`config.mk`:
```
export PLATFORM = sky130hd
export DESIGN_NAME = neuron_mac_seq
export DESIGN_NICKNAME = d
export VERILOG_FILES = /design/src/rtl/ann_pkg.sv /design/src/rtl/ann_mac_pipe.sv /design/src/rtl/neuron_mac_seq.sv
export SDC_FILE = /design/constraint.sdc
export NUM_CORES = 1
export LEC_CHECK = 0
export BUFFER_PORTS_ARGS = -buffer_cell sky130_fd_sc_hd__buf_2
export CELL_PAD_IN_SITES_DETAIL_PLACEMENT = 1
export CELL_PAD_IN_SITES_GLOBAL_PLACEMENT = 1
export CORE_ASPECT_RATIO = 1.4
export CORE_MARGIN = 2
export CORE_UTILIZATION = 40
export CTS_CLUSTER_DIAMETER = 30
export DETAILED_ROUTE_END_ITERATION = 8
export PLACE_DENSITY_LB_ADDON = 0.3
export SLEW_MARGIN = 15
export SYNTH_ARGS = -nofsm -noshare
export SYNTH_HDL_FRONTEND = slang
export SYNTH_SLANG_ARGS = --single-unit
```
`constraint.sdc`:
```
create_clock -name clk_i -period 14.4 [get_ports clk_i]
set_input_delay 1.44 -clock clk_i [delete_from_list [all_inputs] [get_ports clk_i]]
set_output_delay 1.44 -clock clk_i [all_outputs]
set_load 0.005 [all_outputs]
```
`src/rtl/ann_pkg.sv`:
```
// Shared definitions for the ANN neuron/layer blocks: data widths, the
// sequencer state type and the accumulator-to-output conversion.
package ann_pkg;

    localparam int unsigned DATA_W = 16;
    localparam int unsigned FRAC   = 8;
    localparam int unsigned ACC_W  = 40;

    typedef enum logic [2:0] {
        StIdle,
        StRun,
        StDrain,
        StFinal,
        StOut
    } state_e;

    // Drop the fractional bits (floor), then clamp to the signed DATA_W range.
    // With relu set, any negative result becomes zero.
    function automatic logic [DATA_W-1:0] sat_shift(input logic signed [ACC_W-1:0] acc,
                                                    input logic                    relu);
        logic signed [ACC_W-1:0] s;
        logic [DATA_W-1:0]       res;
        s = acc >>> FRAC;
        if (relu && s[ACC_W-1]) begin
            res = '0;
        end else if (s[ACC_W-1:DATA_W-1] == {(ACC_W-DATA_W+1){s[ACC_W-1]}}) begin
            // Upper bits are pure sign extension: value fits as-is.
            res = s[DATA_W-1:0];
        end else if (s[ACC_W-1]) begin
            res = {1'b1, {(DATA_W-1){1'b0}}};
        end else begin
            res = {1'b0, {(DATA_W-1){1'b1}}};
        end
        return res;
    endfunction

endpackage

```
`src/rtl/ann_mac_pipe.sv`:
```
// Two-stage multiply-accumulate: a registered signed product followed by a
// wide accumulator that absorbs the product one cycle after it was loaded.
module ann_mac_pipe
    import ann_pkg::*;
(
    input  logic                     clk_i,
    input  logic                     rst_i,
    input  logic                     clr_i,
    input  logic                     load_i,
    input  logic signed [DATA_W-1:0] w_i,
    input  logic signed [DATA_W-1:0] x_i,
    output logic signed [ACC_W-1:0]  acc_o
);

    localparam int unsigned PROD_W = 2 * DATA_W;

    logic signed [PROD_W-1:0] prod;
    logic signed [PROD_W-1:0] p_q, p_d;
    logic                     p_vld_q, p_vld_d;
    logic signed [ACC_W-1:0]  acc_q, acc_d;

    assign prod  = w_i * x_i;
    assign acc_o = acc_q;

    // Next state: load product on request, fold the previous product into acc.
    always_comb begin
        p_d     = p_q;
        p_vld_d = load_i;
        acc_d   = acc_q;
        if (load_i) begin
            p_d = prod;
        end
        if (p_vld_q) begin
            acc_d = acc_q + {{(ACC_W-PROD_W){p_q[PROD_W-1]}}, p_q};
        end
    end

    // Pipeline registers; clear restarts a fresh dot product.
    always_ff @(posedge clk_i) begin
        if (rst_i || clr_i) begin
            p_q     <= '0;
            p_vld_q <= 1'b0;
            acc_q   <= '0;
        end else begin
            p_q     <= p_d;
            p_vld_q <= p_vld_d;
            acc_q   <= acc_d;
        end
    end

endmodule

```
`src/rtl/neuron_mac_seq.sv`:
```
// Neuron sequencer: walks the weight BRAM, pairs each weight with a streamed
// activation, and hands the saturated dot product out over valid/ready.
module neuron_mac_seq
    import ann_pkg::*;
#(
    parameter int unsigned N_IN   = 28,
    parameter int unsigned ADDR_W = 5,
    parameter bit          RELU   = 1'b1
) (
    input  logic              clk_i,
    input  logic              rst_i,
    input  logic              start_i,
    output logic              busy_o,
    input  logic [DATA_W-1:0] x_data_i,
    input  logic              x_valid_i,
    output logic              x_ready_o,
    output logic [ADDR_W-1:0] w_addr_o,
    output logic              w_en_o,
    input  logic [DATA_W-1:0] w_do_i,
    output logic [DATA_W-1:0] y_data_o,
    output logic              y_valid_o,
    input  logic              y_ready_i
);

    localparam logic [ADDR_W-1:0] LastIdx = ADDR_W'(N_IN - 1);

    state_e state_q, state_d;

    logic [ADDR_W-1:0] idx_q, idx_d;
    logic [ADDR_W-1:0] w_addr_q, w_addr_d;
    logic              w_en_q, w_en_d;
    logic              w_ok_q, w_ok_d;
    logic [DATA_W-1:0] y_data_q, y_data_d;
    logic              y_valid_q, y_valid_d;

    logic                    x_ready;
    logic                    accept;
    logic                    last;
    logic                    clr;
    logic signed [ACC_W-1:0] acc;

    assign accept = x_valid_i && x_ready;
    assign last   = (idx_q == LastIdx);
    assign clr    = (state_q == StIdle) && start_i;

    // State register.
    always_ff @(posedge clk_i) begin
        if (rst_i) begin
            state_q <= StIdle;
        end else begin
            state_q <= state_d;
        end
    end

    // Next-state decode.
    always_comb begin
        state_d = state_q;
        case (state_q)
            StIdle:  if (start_i) state_d = StRun;
            StRun:   if (accept && last) state_d = StDrain;
            StDrain: state_d = StFinal;
            StFinal: state_d = StOut;
            StOut:   if (y_valid_q && y_ready_i) state_d = StIdle;
            default: state_d = StIdle;
        endcase
    end

    // FSM-derived outputs; an activation is only taken once W_DO matches W_ADDR.
    always_comb begin
        busy_o  = (state_q != StIdle);
        x_ready = (state_q == StRun) && w_ok_q;
    end

    // Address walk, BRAM data-valid tracking and output capture.
    always_comb begin
        idx_d     = idx_q;
        w_addr_d  = w_addr_q;
        w_en_d    = w_en_q;
        w_ok_d    = w_ok_q;
        y_data_d  = y_data_q;
        y_valid_d = y_valid_q;
        case (state_q)
            StIdle: begin
                if (start_i) begin
                    idx_d    = '0;
                    w_addr_d = '0;
                    w_en_d   = 1'b1;
                    w_ok_d   = 1'b0;
                end
            end
            StRun: begin
                if (accept) begin
                    w_ok_d = 1'b0;
                    if (last) begin
                        w_en_d = 1'b0;
                    end else begin
                        idx_d    = idx_q + ADDR_W'(1);
                        w_addr_d = idx_q + ADDR_W'(1);
                    end
                end else if (!w_ok_q) begin
                    // BRAM has now had a negedge to fetch the current address.
                    w_ok_d = 1'b1;
                end
            end
            StFinal: begin
                y_data_d  = sat_shift(acc, RELU);
                y_valid_d = 1'b1;
            end
            StOut: begin
                if (y_ready_i) begin
                    y_valid_d = 1'b0;
                end
            end
            default: ;
        endcase
    end

    // Sequencer datapath registers.
    always_ff @(posedge clk_i) begin
        if (rst_i) begin
            idx_q     <= '0;
            w_addr_q  <= '0;
            w_en_q    <= 1'b0;
            w_ok_q    <= 1'b0;
            y_data_q  <= '0;
            y_valid_q <= 1'b0;
        end else begin
            idx_q     <= idx_d;
            w_addr_q  <= w_addr_d;
            w_en_q    <= w_en_d;
            w_ok_q    <= w_ok_d;
            y_data_q  <= y_data_d;
            y_valid_q <= y_valid_d;
        end
    end

    ann_mac_pipe u_mac (
        .clk_i  (clk_i),
        .rst_i  (rst_i),
        .clr_i  (clr),
        .load_i (accept),
        .w_i    (w_do_i),
        .x_i    (x_data_i),
        .acc_o  (acc)
    );

    assign x_ready_o = x_ready;
    assign w_addr_o  = w_addr_q;
    assign w_en_o    = w_en_q;
    assign y_data_o  = y_data_q;
    assign y_valid_o = y_valid_q;

endmodule

```
After elaboration in Yosys (flattened, before gate mapping) --
Index checks and enable logic that the tools add are counted.
Storage, ports and cells: flip-flop bits (word level) 100, input port bits 37, word-level logic and storage cells 59
Operators by class: add/subtract/negate cells 2, $mul 1, equal/unequal tests 13, muxes and demuxes 19, reductions and logical operators 15
Operators with widths (number):
- $add A40 B40 Y40 | 1
- $mul A16 B16 Y32 | 1
- $mux W16 | 2
- $eq A16 B16 Y1 | 1
- $mux W5 | 3
- $pmux W3 S5 | 1
- $ne A2 B2 Y1 const B | 7
- $pmux W5 S2 | 1
- $mux W3 | 3
- $reduce_and A4 Y1 | 2
- $eq A3 B2 Y1 const B | 2
- $mux W1 | 6
- $pmux W1 S2 | 3
- $add A5 B1 Y5 const B | 1
- $eq A5 B5 Y1 const B | 1
- $logic_and A1 B1 Y1 | 5
- $reduce_and A2 Y1 | 2
- $reduce_bool A2 Y1 | 2
- $eq A3 B1 Y1 const B | 1
- $eq A3 B3 Y1 const B | 1
- $logic_not A3 Y1 | 1
- $reduce_and A3 Y1 | 1
- $reduce_bool A3 Y1 | 1
- $logic_or A1 B1 Y1 | 1

Longest topological paths before layout --
depth after elaboration 6, gate-level depth with buffers 25, mapped depth without buffers 24

Modules after synthesis --
From an unflattened synthesis, not the netlist that was laid out.
Unflattened totals: cells, all modules 1783, area total of the unflattened synthesis 15683.8 sq um
By module, submodules not included:
- ann_mac_pipe | times used 1, cells an instance 1624, area an instance 14297.5 sq um, seq. area each 1461.4 sq um
- neuron_mac_seq | times used 1, cells an instance 159, area an instance 1386.3 sq um, seq. area each 540.5 sq um

Least setup slack after synthesis --
No wires, ideal clock.
path kind in2reg, start input x_data_i[1], end register u_mac.p_q[31], setup time 0.117 ns, data arrival time 7.138 ns, data required time 14.283 ns, slack 7.146 ns, stages 22, path through clkbuf_1 nand2_1 inv_1 fa_1 fa_1 fa_1 fa_1 fa_1 inv_1 fa_1 inv_1 ha_1 a21o_1 a31o_2 a221oi_1 a2bb2oi_1 o311ai_1 a21oi_1 o21ba_2 o21ai_1 xnor2_1 a22o_1
Between the ends: longest elaborated chain between the ends 1
Ends and longest elaborated chain:
- from (decl) | line neuron_mac_seq.sv:14 | input logic [DATA_W-1:0] x_data_i,
- $mul A16 B16 Y32 | line ann_mac_pipe.sv:22 | assign prod = w_i * x_i;
- to (signal assigned) | line ann_mac_pipe.sv:45 | p_q <= p_d;
- to (decl) | line ann_mac_pipe.sv:18 | logic signed [PROD_W-1:0] p_q, p_d;
Every way passes these cells. A chain may end at the register's enable or synchronous reset.

Final worst setup path --
Ends and elaborated chain as after synthesis.

==> results summary <==
The final net count is 2214. The number of sinks driven by the clock tree is 100. The clock transition at the registers of the reported paths came out at 0.07 ns. After detailed routing, the number of vias per cell comes to 5.17. The post-placement cell area came out at 16100 um2. The worst-path maximum fanout is 16. The count of flip-flops with a built-in enable after synthesis came out at 0. The slew at the pin closest to its max-slew limit is 1.08 ns. The highest attainable clock frequency is 0.133 GHz.

The cell count of the worst reg-to-reg path came out at 13. The startpoint identified for the worst register-to-register timing path is u_mac.acc_o[0]. The final worst-path cycle share came out at 52.2%. For the worst setup path, the data required time is 14.65 ns.

The latest clock arrival within the worst-skew pair came out at 0.36 ns. The worst register-to-register path has a setup slack of 11.14 ns. In the layout the commonest cells are 328 x sky130_fd_sc_hd__inv_1, 263 x sky130_fd_sc_hd__fa_1, 220 x sky130_fd_sc_hd__nand2_1. The hold buffer count at cts is 0. The fraction of layout cells with a size suffix above 1 is 5.46%. The total congestion overflow after global routing is 0. The number of diodes came out at 0. The maximum number of pins on one net before global-route repair is 73.

The count of nets left with antenna violations once routing finished came out at 0. The clock tree skew after final layout came out at 0.0105 ns. The number of warning messages in the yosys log came out at 0. The number of optimization iterations in the first detailed-route pass is 4. Setup repair after global routing left no endpoint under its margin. The total area inside the core boundary comes to 38300 um2. The post-synth net total came out at 2203. The final-layout worst hold slack came out at 0.457 ns. The total clock buffers created by CTS is 9. The via count of the first global-routing pass was 13100. The number of DRC violations after detailed routing came out at 0. The critical path starts at x_data_i[1]. The number of endpoints with negative hold slack in the final report came to 0. Setup violations remaining at the end of the flow were counted as 0. The flow ran to the end, and the final reports show no timing, DRC or antenna violations. The initial utilization of the core area, before any placement, comes to 40.4%. The area added between synthesis and finish came out at 6.20%. The setup total negative slack is 0 ns. The number of port buffers is 61. The multi-input logic area is 12000 um2. In this run the worst hold path is classified as flop to flop. The number of pins exceeding their max-slew limit in the final report is 0. After layout, the minimum clock period comes to 7.52 ns. The number of buffers on the longest clock path came out at 2.

The relative max-transition margin came out at 27.6%. The post-CTS resize count is 0. The number of distinct library cell variants in the gate-level netlist after synthesis came out at 73. The part of the Yosys area used for sequential elements is 13.0%. The gate count after technology mapping came out at 1781.

The HPWL after detailed placement is 32400 um. The area of the die is 40200 um2. The most used flip-flop cell after synthesis is sky130_fd_sc_hd__dfxtp_1.

The final cell area excluding filler cells is 16400 um2. The startpoint kind of the worst setup timing path is an input port. The number of cell rows came out at 85. The worst setup path is captured at a flop. For this run, the total global-route usage over all layers was measured as 20.3%. The arrival time of the worst setup path is 7.77 ns.

The depth of the CTS H-tree came out at 3. The worst setup path is of the input port to flop kind. Routability-driven placement finished with a final weighted congestion of 0.847.

The buffer count from post-CTS setup fixing came out at 0. The width of the die is 170 um. The first-pass GRT wire length is 65800 um. The proportion of synthesized flip-flops having asynchronous set or reset is 0%.

The number of max-cap violations came out at 0. The final routed wire length divided by cell count is 17.1 um. The die span in y is 237 um. The register cell area after layout came out at 2000 um2. The endpoint identified for the worst register-to-register timing path is u_mac.acc_o[38]. The routed layout has 11800 vias. The cell area after synthesis is 15500 um2. The routed design has 39000 um of wire.

The count of filler cells inserted in the layout is 4583. The final instance count without filler cells is 2274. The critical path ends at u_mac.p_q[31]. 62 I/O pins were placed.

The number of synthesized register bits is 100. The detailed router finished its first iteration with 478 violations. The average instance area after synthesis is 8.68 um2. The initial antenna violation count came to 0. The clock tree from TritonCTS is yes.

The CTS root buffer is sky130_fd_sc_hd__clkbuf_16. Leaving out fill and tap cells, the most frequent cell in the layout is sky130_fd_sc_hd__inv_1. The number of placed instances, taps included is 2259.
-- per-layer routing --
layer  wire (um)  global-route usage (%)
met5           0                       0
met3         838                    1.64
met4         680                    4.71
met1       17200                    25.3
met2       20200                    37.8
-- kinds of logic after synthesis --
kind of cell,after synthesis,share of synthesized area [%]
buffers and inverters,393,9.55
XOR/XNOR,78,4.42
multiplexers,27,1.76
flip-flops,100,13.0
AO/OA/AOI/OAI,242,10.2
adder cells (fa/ha/maj),385,43.9
AND/OR/NAND/NOR,556,17.2
-- metrics by stage --
| step | setup slack (ns) | utilization, % |
|---|---|---|
| 3_5_place_dp | 6.46 | 42.2 |
| 5_1_grt | 6.59 | 42.9 |
| 6_report | 6.88 | 42.9 |
| 4_1_cts | 6.84 | 42.9 |
| 2_1_floorplan | 7.15 | - |
| 3_3_place_gp | 6.65 | 42.2 |
-- synthesized netlist by cell type, drive strengths merged (19+ instances only) --
master	instances	share of area, %
a21o	21	1.0
fa	263	34
mux2i	26	1.7
a21oi	108	3.5
clkbuf	62	1.5
nor2	99	2.4
nor3	26	0.84
nand2b	19	0.77
nand3	20	0.65
dfxtp	100	13
and2	129	5.2
nand2	220	5.3
o21ai	33	1.1
ha	122	9.9
inv	328	8.0
xor2	20	1.1
xnor2	58	3.3
-- critical path, cell delays in order --
cell,delay (ns)
sky130_fd_sc_hd__buf_2,0.27
sky130_fd_sc_hd__nand2_1,0.15
sky130_fd_sc_hd__inv_1,0.14
sky130_fd_sc_hd__fa_1,0.53
sky130_fd_sc_hd__fa_1,0.85
sky130_fd_sc_hd__inv_1,0.12
sky130_fd_sc_hd__fa_1,0.50
sky130_fd_sc_hd__fa_1,0.57
sky130_fd_sc_hd__fa_1,0.43
sky130_fd_sc_hd__fa_1,0.49
sky130_fd_sc_hd__inv_1,0.04
sky130_fd_sc_hd__ha_1,0.34
sky130_fd_sc_hd__nand3_1,0.15
sky130_fd_sc_hd__nor2_1,0.20
sky130_fd_sc_hd__nand3_1,0.20
sky130_fd_sc_hd__o311ai_1,0.48
sky130_fd_sc_hd__a21oi_1,0.14
sky130_fd_sc_hd__o21ba_2,0.23
sky130_fd_sc_hd__o21ai_1,0.19
sky130_fd_sc_hd__xnor2_1,0.10
sky130_fd_sc_hd__a22o_1,0.19
-- worst min-delay path by stage --
stage / startpoint / end / slack (ns) / depth (start not counted)
6_report: u_mac.p_q[21] / u_mac.p_q[21] / 0.46 / 2
5_1_grt: u_mac.p_q[20] / u_mac.p_q[20] / 0.48 / 2
4_1_cts: u_mac.p_q[16] / u_mac.p_q[16] / 0.46 / 2
3_5_place_dp: u_mac.p_q[16] / u_mac.p_q[16] / 0.45 / 2
3_3_place_gp: u_mac.p_q[8] / u_mac.p_q[8] / 0.45 / 2
2_1_floorplan: u_mac.p_q[10] / u_mac.p_q[10] / 0.44 / 2
-- cell type report --
| class | count | area share [%] |
|---|---|---|
| Multi-Input combinational cell | 1288 | 73.0 |
| Sequential cell | 100 | 12.2 |
| Inverter | 328 | 7.50 |
| Tap cell | 478 | 3.64 |
| Timing Repair Buffer | 65 | 2.04 |
| Clock buffer | 10 | 1.40 |
| Clock inverter | 5 | 0.229 |
-- flip-flops by register name, indices dropped and copies added, names as in the netlist --
register,count
u_mac.p_vld_q,1
w_ok_q,1
w_en_o,1
state_q,3
u_mac.acc_o,40
u_mac.p_q,32
w_addr_o,5
y_valid_o,1
y_data_o,16
Power is left out: the tool's default activity adds up to more than one toggle a clock period on the data nets, which glitch-free logic cannot reach.
